[config.mk]
export PLATFORM = sky130hd
export DESIGN_NAME = timer_counter
export DESIGN_NICKNAME = d
export VERILOG_FILES = /design/src/rtl/timer_counter.sv
export SDC_FILE = /design/constraint.sdc
export NUM_CORES = 1
export LEC_CHECK = 0
export CAP_MARGIN = 10
export CORE_ASPECT_RATIO = 1.2
export CORE_UTILIZATION = 25
export DETAILED_ROUTE_END_ITERATION = 10
export PLACE_DENSITY = 0.49
export SYNTH_ARGS = -nofsm -noshare
export SYNTH_HDL_FRONTEND = slang
export SYNTH_SLANG_ARGS = --single-unit
[constraint.sdc]
create_clock -name pclk -period 2.6 [get_ports pclk]
set_input_delay 0.26 -clock pclk [delete_from_list [all_inputs] [get_ports pclk]]
set_output_delay 0.26 -clock pclk [all_outputs]
set_load 0.005 [all_outputs]
[src/rtl/timer_counter.sv]
// Count engine of the APB timer: clock prescaler plus a CNT_W-bit up/down counter with wrap
// triggers. Optional pending flags and a sticky irq are built only when TIMER_IRQ_EN is defined.
module timer_counter #(
  parameter int unsigned CNT_W = 32,
  parameter int unsigned PRE_W = 4
) (
  input  logic             pclk,
  input  logic             preset,
  input  logic             en,
  input  logic             load,
  input  logic             updown,
  input  logic [1:0]       cks,
  input  logic [CNT_W-1:0] tdr,
  input  logic [1:0]       clr_trig,
  output logic [CNT_W-1:0] cnt,
  output logic             ovf_trig,
  output logic             udf_trig,
  output logic             irq
);

  typedef enum logic [1:0] {
    StStop = 2'b00,
    StLoad = 2'b01,
    StRun  = 2'b10
  } state_e;

  state_e             state_q, state_d;
  logic [CNT_W-1:0]   cnt_q, cnt_d;
  logic [PRE_W-1:0]   div_cnt_q, div_cnt_d;
  logic [1:0]         cks_q, cks_d;
  logic               ovf_trig_q, ovf_trig_d;
  logic               udf_trig_q, udf_trig_d;
  logic [PRE_W-1:0]   tick_mask;
  logic               cks_chg;
  logic               tick;

  // Load and enable are decoded from the live inputs; the datapath acts on that decode so a
  // load lands in cnt one cycle after it is requested.
  always_comb begin
    state_d = StStop;
    if (load) begin
      state_d = StLoad;
    end else if (en) begin
      state_d = StRun;
    end
  end

  // Low cks+1 bits of div_cnt all ones marks the end of a 2^(cks+1) prescale period.
  always_comb begin
    tick_mask = '0;
    unique case (cks)
      2'd0:    tick_mask[3:0] = 4'b0001;
      2'd1:    tick_mask[3:0] = 4'b0011;
      2'd2:    tick_mask[3:0] = 4'b0111;
      default: tick_mask[3:0] = 4'b1111;
    endcase
  end

  assign cks_chg = (cks != cks_q);
  assign tick    = (state_d == StRun) && !cks_chg && ((div_cnt_q & tick_mask) == tick_mask);
  assign cks_d   = cks;

  always_comb begin
    div_cnt_d = div_cnt_q;
    unique case (state_d)
      StLoad:  div_cnt_d = '0;
      StRun:   div_cnt_d = cks_chg ? '0 : div_cnt_q + PRE_W'(1);
      default: div_cnt_d = div_cnt_q;
    endcase
  end

  always_comb begin
    cnt_d      = cnt_q;
    ovf_trig_d = 1'b0;
    udf_trig_d = 1'b0;
    if (state_d == StLoad) begin
      cnt_d = tdr;
    end else if (tick) begin
      if (updown) begin
        cnt_d      = cnt_q - CNT_W'(1);
        udf_trig_d = (cnt_q == '0);
      end else begin
        cnt_d      = cnt_q + CNT_W'(1);
        ovf_trig_d = &cnt_q;
      end
    end
  end

  always_ff @(posedge pclk or posedge preset) begin
    if (preset) begin
      state_q    <= StStop;
      cnt_q      <= '0;
      div_cnt_q  <= '0;
      cks_q      <= 2'b00;
      ovf_trig_q <= 1'b0;
      udf_trig_q <= 1'b0;
    end else begin
      state_q    <= state_d;
      cnt_q      <= cnt_d;
      div_cnt_q  <= div_cnt_d;
      cks_q      <= cks_d;
      ovf_trig_q <= ovf_trig_d;
      udf_trig_q <= udf_trig_d;
    end
  end

  // The registered state is kept for observability; nothing downstream consumes it.
  logic unused_state;
  assign unused_state = ^state_q;

  assign cnt      = cnt_q;
  assign ovf_trig = ovf_trig_q;
  assign udf_trig = udf_trig_q;

`ifdef TIMER_IRQ_EN
  logic ovf_p_q, ovf_p_d;
  logic udf_p_q, udf_p_d;
  logic irq_q, irq_d;

  // A trigger arriving in the same cycle as its clear wins, so no wrap is ever lost.
  always_comb begin
    ovf_p_d = ovf_trig_q | (ovf_p_q & ~clr_trig[0]);
    udf_p_d = udf_trig_q | (udf_p_q & ~clr_trig[1]);
    irq_d   = ovf_p_d | udf_p_d;
  end

  always_ff @(posedge pclk or posedge preset) begin
    if (preset) begin
      ovf_p_q <= 1'b0;
      udf_p_q <= 1'b0;
      irq_q   <= 1'b0;
    end else begin
      ovf_p_q <= ovf_p_d;
      udf_p_q <= udf_p_d;
      irq_q   <= irq_d;
    end
  end

  assign irq = irq_q;
`else
  logic unused_clr;
  assign unused_clr = ^clr_trig;
  assign irq        = 1'b0;
`endif

endmodule

After elaboration in Yosys (flattened, before gate mapping)
Index checks and enable logic that the tools add are counted.
- input port bits: 41
- bits in registers: 40
- reduce and logical (&&, ||, !) cells: 8
- eq/ne operators: 6
- add/sub/neg operators: 3
- muxes and demuxes: 14
- bitwise gates (word level): 1
- operator list (cell ; number):
    $mux 32 ; 3
    $add 32x1->32 const B ; 1
    $logic_not 32->1 ; 1
    $reduce_and 32->1 ; 1
    $sub 32x1->32 const B ; 1
    $pmux 4 s3 ; 1
    $pmux 4 s2 ; 1
    $mux 1 ; 6
    $add 4x1->4 const B ; 1
    $and 4x4->4 ; 1
    $eq 2x1->1 const B ; 2
    $eq 2x2->1 const B ; 2
    $eq 4x4->1 ; 1
    $mux 2 ; 2
    $mux 4 ; 1
    $reduce_bool 2->1 ; 2
    $logic_and 1x1->1 ; 2
    $logic_not 2->1 ; 1
    $ne 2x2->1 ; 1
    $logic_not 1->1 ; 1

Logic depth before layout (Yosys ltp)
- word-level depth: 7
- gate-level depth with buffers: 11
- mapped depth without buffers: 10

Worst setup path before layout
OpenSTA, ideal clock, no wires.
- path type: reg-to-reg
- from: reg cnt_q[0], in the netlist cnt[0]
- to: reg cnt_q[30], in the netlist cnt[30]
- slack: -0.057 ns
- buffers on the path: 0
- setup time: 0.116 ns
- stages on the path, launching flop included: 10
- arrival: 2.542 ns
- cells stage by stage: dfrtp_1 -> fa_1 -> a211oi_1 -> or2_2 -> o211ai_1 -> o41ai_2 -> o21ai_2 -> a31oi_1 -> o21ai_1 -> o311ai_0
- longest elaborated chain between the ends: 4
- ends and longest elaborated chain (what ; RTL line ; text):
    start, declared ; 28 ; logic [CNT_W-1:0] cnt_q, cnt_d;
    start signal, assigned ; 99 ; cnt_q <= cnt_d;
    $add 32x1->32 or $sub 32x1->32 (tied branches) ; 83, 80 ;
    $mux 32 (*) ; 79 ; if (updown) begin
    $mux 32 (*) ; 78 ; end else if (tick) begin
    $mux 32 (*) ; 76 ; if (state_d == StLoad) begin
Every way passes the cells marked *; elsewhere a longest branch is shown, timed or not. The select of a mux whose other input is x is not followed.
A chain may end at the register's enable or synchronous reset.

Worst setup path after layout
- from: reg cnt_q[0], in the netlist cnt[0]
- to: reg cnt_q[16], in the netlist cnt[16]
Same word-level chain as after synthesis.

==> summary.txt <==
Setup path
  – Crit path cell chain: fa_2 -> a211oi_2 -> or2_4 -> o211ai_1 -> o41ai_2 -> buf_4 -> o21ai_4 -> a21o_1 -> a21oi_2 -> xor2_1 -> o21ai_1
  – CP Max Fanout: 3
  – Critical path's largest stage delay: 0.40 ns
  – Slowest-stage cell, CP: dfrtp_1
  – Worst Setup Start Kind: flip-flop
  – Reg2reg start: cnt[0]$_DFFE_PP0P_
  – Crit path DAT: 2.77 ns
  – Worst Path Required: 2.78 ns
  – Setup crit end kind: flip-flop
  – Critical Path Source: cnt[0]$_DFFE_PP0P_
  – CP Class: flip-flop to flip-flop

Placed design
  – PortBufs: 72
  – Dpl hpwl: 9279 um
  – GPL Wtd Cong: 0.8939
  – Placed Area: 0.005039 mm^2

Die
  – # rows: 46
  – Die Wd: 108.3 um
  – Die Y: 129.5 um
  – DIE AREA: 0.01402 mm^2
  – IO Pins: 76
  – Initial Util: 25.60%
  – Core ar.: 0.01324 mm^2

Drt
  – DR WL/cell: 16.65 um
  – DR vias: 3745
  – Drt first pass iters: 4
  – DR iter-0 viols: 181
  – Post-route ant nets: 0
  – Vias per inst: 5.109
  – DRC viols: 0
  – Detailed Route WL: 12200 um

Global routing
  – Vias in the first global route: 3878
  – Overflow after GRT: 0
  – Initial antenna violation count: 0
  – Gr usage total: 18.04%
  – Pin count of the biggest net entering global routing: 46
  – First-pass GRT wire length: 19690 um

Final layout
  – P&R area growth vs syn: 60.49%
  – Antenna Cells: 0
  – Share of layout cells above drive strength 1: 27.08%
  – Commonest non-fill, non-tap cell in the layout: buf_4
  – Most frequent cells in the layout: buf_4 (100), clkdlybuf4s50_1 (70), dfrtp_1 (40)
  – Fin nets: 637
  – Design area: 0.005438 mm^2

STA
  – Final hold slack: 0.4227 ns
  – RSZ-0062 raised after global routing: true
  – Final Cycle Share: 99.79%
  – Final setup violation count: 0
  – Slew HR: 62.50%
  – Clk_skew: 0.002733 ns
  – Setup TNS: 0 ns
  – Fmax: 385.4 MHz
  – Worst slew pin tran: 0.5626 ns
  – Final hold violations: 0
  – Final Max Tran Viols: 0
  – Final Critical Period: 2.595 ns

Logic synthesis
  – Yosys top cell by area: dfrtp_1
  – Post-synth EDFFs: 0
  – Top cell type's share of synthesized area: 29.54%
  – Synthesis Warnings: 0
  – Post-Syn Area: 0.003388 mm^2
  – Syn nets: 473
  – FFs w/ async S/R, synth: 100.0%
  – Synth Area per Inst: 8.471 um^2
  – Top post-synthesis cells by area: dfrtp_1 (30%), ha_1 (11%), o21ai_0 (6.1%)
  – Post-synthesis cell type count: 58
  – Primary FF master, synth: dfrtp_1
  – Synth Register Bits: 40
  – Cells after Synth: 400
  – Post-synthesis sequential area ratio: 29.54%

Clock network
  – CTS tree: yes
  – Total CTS buffers: 5
  – Clock Sink Count: 40
  – CTS Hold Bufs: 0
  – Clock Pin Slew Worst Setup and Hold Paths: 0.06 ns
  – Max H-tree Level: 2
  – Longest Clk Path Bufs: 2
  – Root Buffer: clkbuf_16
  – Worst-skew pair later-pin latency: 0.29 ns

Worst hold path
  – HP Class: primary input to asynchronous set/reset pin

Power
  – PwrDens: 477.2 mW/mm^2
  – VDD IR max: 220.6 uV
  – Pleak: 2.369 nW

Status
  – Status: finished clean

Flow run
  – Max-cap violations: 0
[per-layer routing]
metal | track usage (%) | part of all wire (%) | vias to the layer above | wire [um]
li1 | - | - | 1855 | -
met1 | 21.81 | 43 | 1801 | 5229
met2 | 32.97 | 51 | 73 | 6250
met3 | 2.364 | 4.0 | 16 | 493
met4 | 5.405 | 1.9 | 0 | 229
met5 | 0 | 0 | - | 0
[power by group]
group / leakage [nW] / switching, mW / internal [mW] / total (mW)
Sequential: 0.497 / 0.0612 / 0.669 / 0.731
Combinational: 1.79 / 0.511 / 0.622 / 1.13
Clock: 0.0798 / 0.279 / 0.452 / 0.731
[cell type report]
cell class                      instances  area, um^2
Clock buffer                            5       125.1
Clock inverter                          3       42.54
Fill cell                            1338        7800
Inverter                                4       15.01
Multi-Input combinational cell        337        2490
Sequential cell                        40        1001
Tap cell                              168       210.2
Timing Repair Buffer                  176        1554
[flip-flops by register name (all words and copies together) (netlist names)]
| name | flops |
|---|---|
| cks_q | 2 |
| udf_trig | 1 |
| ovf_trig | 1 |
| cnt | 32 |
| div_cnt_q | 4 |
[cell families (layout without fill, tap and decap cells)]
logic type / after synthesis / after routing / share of synthesized area (%)
AND/OR/NAND/NOR: 126 / 126 / 19.17
flip-flops: 40 / 40 / 29.54
other: 1 / 1 / 0.1107
buffers and inverters: 23 / 188 / 2.695
XOR/XNOR: 25 / 25 / 6.462
adder cells (fa/ha/maj): 32 / 32 / 12.04
AO/OA/AOI/OAI: 150 / 150 / 29.06
multiplexers: 3 / 3 / 0.9232
[Yosys cell counts, drive strengths merged, types with 3 or more instances]
master and instances:
o21ai 44, dfrtp 40, a21oi 34, nand2 34
ha 31, nor2 22, a21o 20, clkbuf 17
a22oi 16, nand4 15, xor2 13, xnor2 12
nor4 11, nand3 10, nor3 7, a211oi 5
a221oi 4, inv 4, nand2b 4, or3 4
nand3b 3, nor3b 3, o211ai 3, o31ai 3
or2 3
[what timing repair did]
| action | CTS | global route |
|---|---|---|
| pin swaps | 14 | 11 |
| setup buffers | 2 | 1 |
| gates resized for setup | 22 | 18 |
| setup endpoints to repair | 19 | 14 |
| cloned | 1 | 0 |
[per-stage QoR]
| step | util, % | setup WS, ns | std cells | power (mW) |
|---|---|---|---|---|
| detailed placement | 38.06 | -0.6642 | 721 | 1.792 |
| global placement | 38.06 | -0.6274 | 721 | 1.788 |
| floorplan | - | -0.05720 | 400 | 1.246 |
| finish | 41.08 | 0.005474 | 733 | 2.595 |
| global route | 41.08 | -0.1377 | 733 | 2.759 |
| CTS | 40.50 | -0.02166 | 732 | 2.591 |
[critical path, delay by kind of cell (launching register included)]
kind | cells | cell delay, ns
adder cells (fa/ha/maj) | 1 | 0.40
AND/OR/NAND/NOR | 1 | 0.16
AO/OA/AOI/OAI | 7 | 1.11
flip-flops | 1 | 0.40
XOR/XNOR | 1 | 0.23
buffers and inverters | 1 | 0.18
[final timing paths]
| kind | end | slack [ns] | depth (start not counted) |
|---|---|---|---|
| max | cnt[16]$_DFFE_PP0P_ | 0.005 | 11 |
| min | cnt[5]$_DFFE_PP0P_ | 0.42 | 3 |
| max reg2reg | cnt[16]$_DFFE_PP0P_ | 0.005 | 11 |
| min reg2reg | div_cnt_q[3]$_DFFE_PP0P_ | 0.50 | 1 |
| max in group asynchronous | cnt[28]$_DFFE_PP0P_ | 1.80 | 3 |
| min in group pclk | div_cnt_q[0]$_DFFE_PP0P_ | 0.46 | 4 |
No activity file was read; power rests on OpenSTA's default activity.
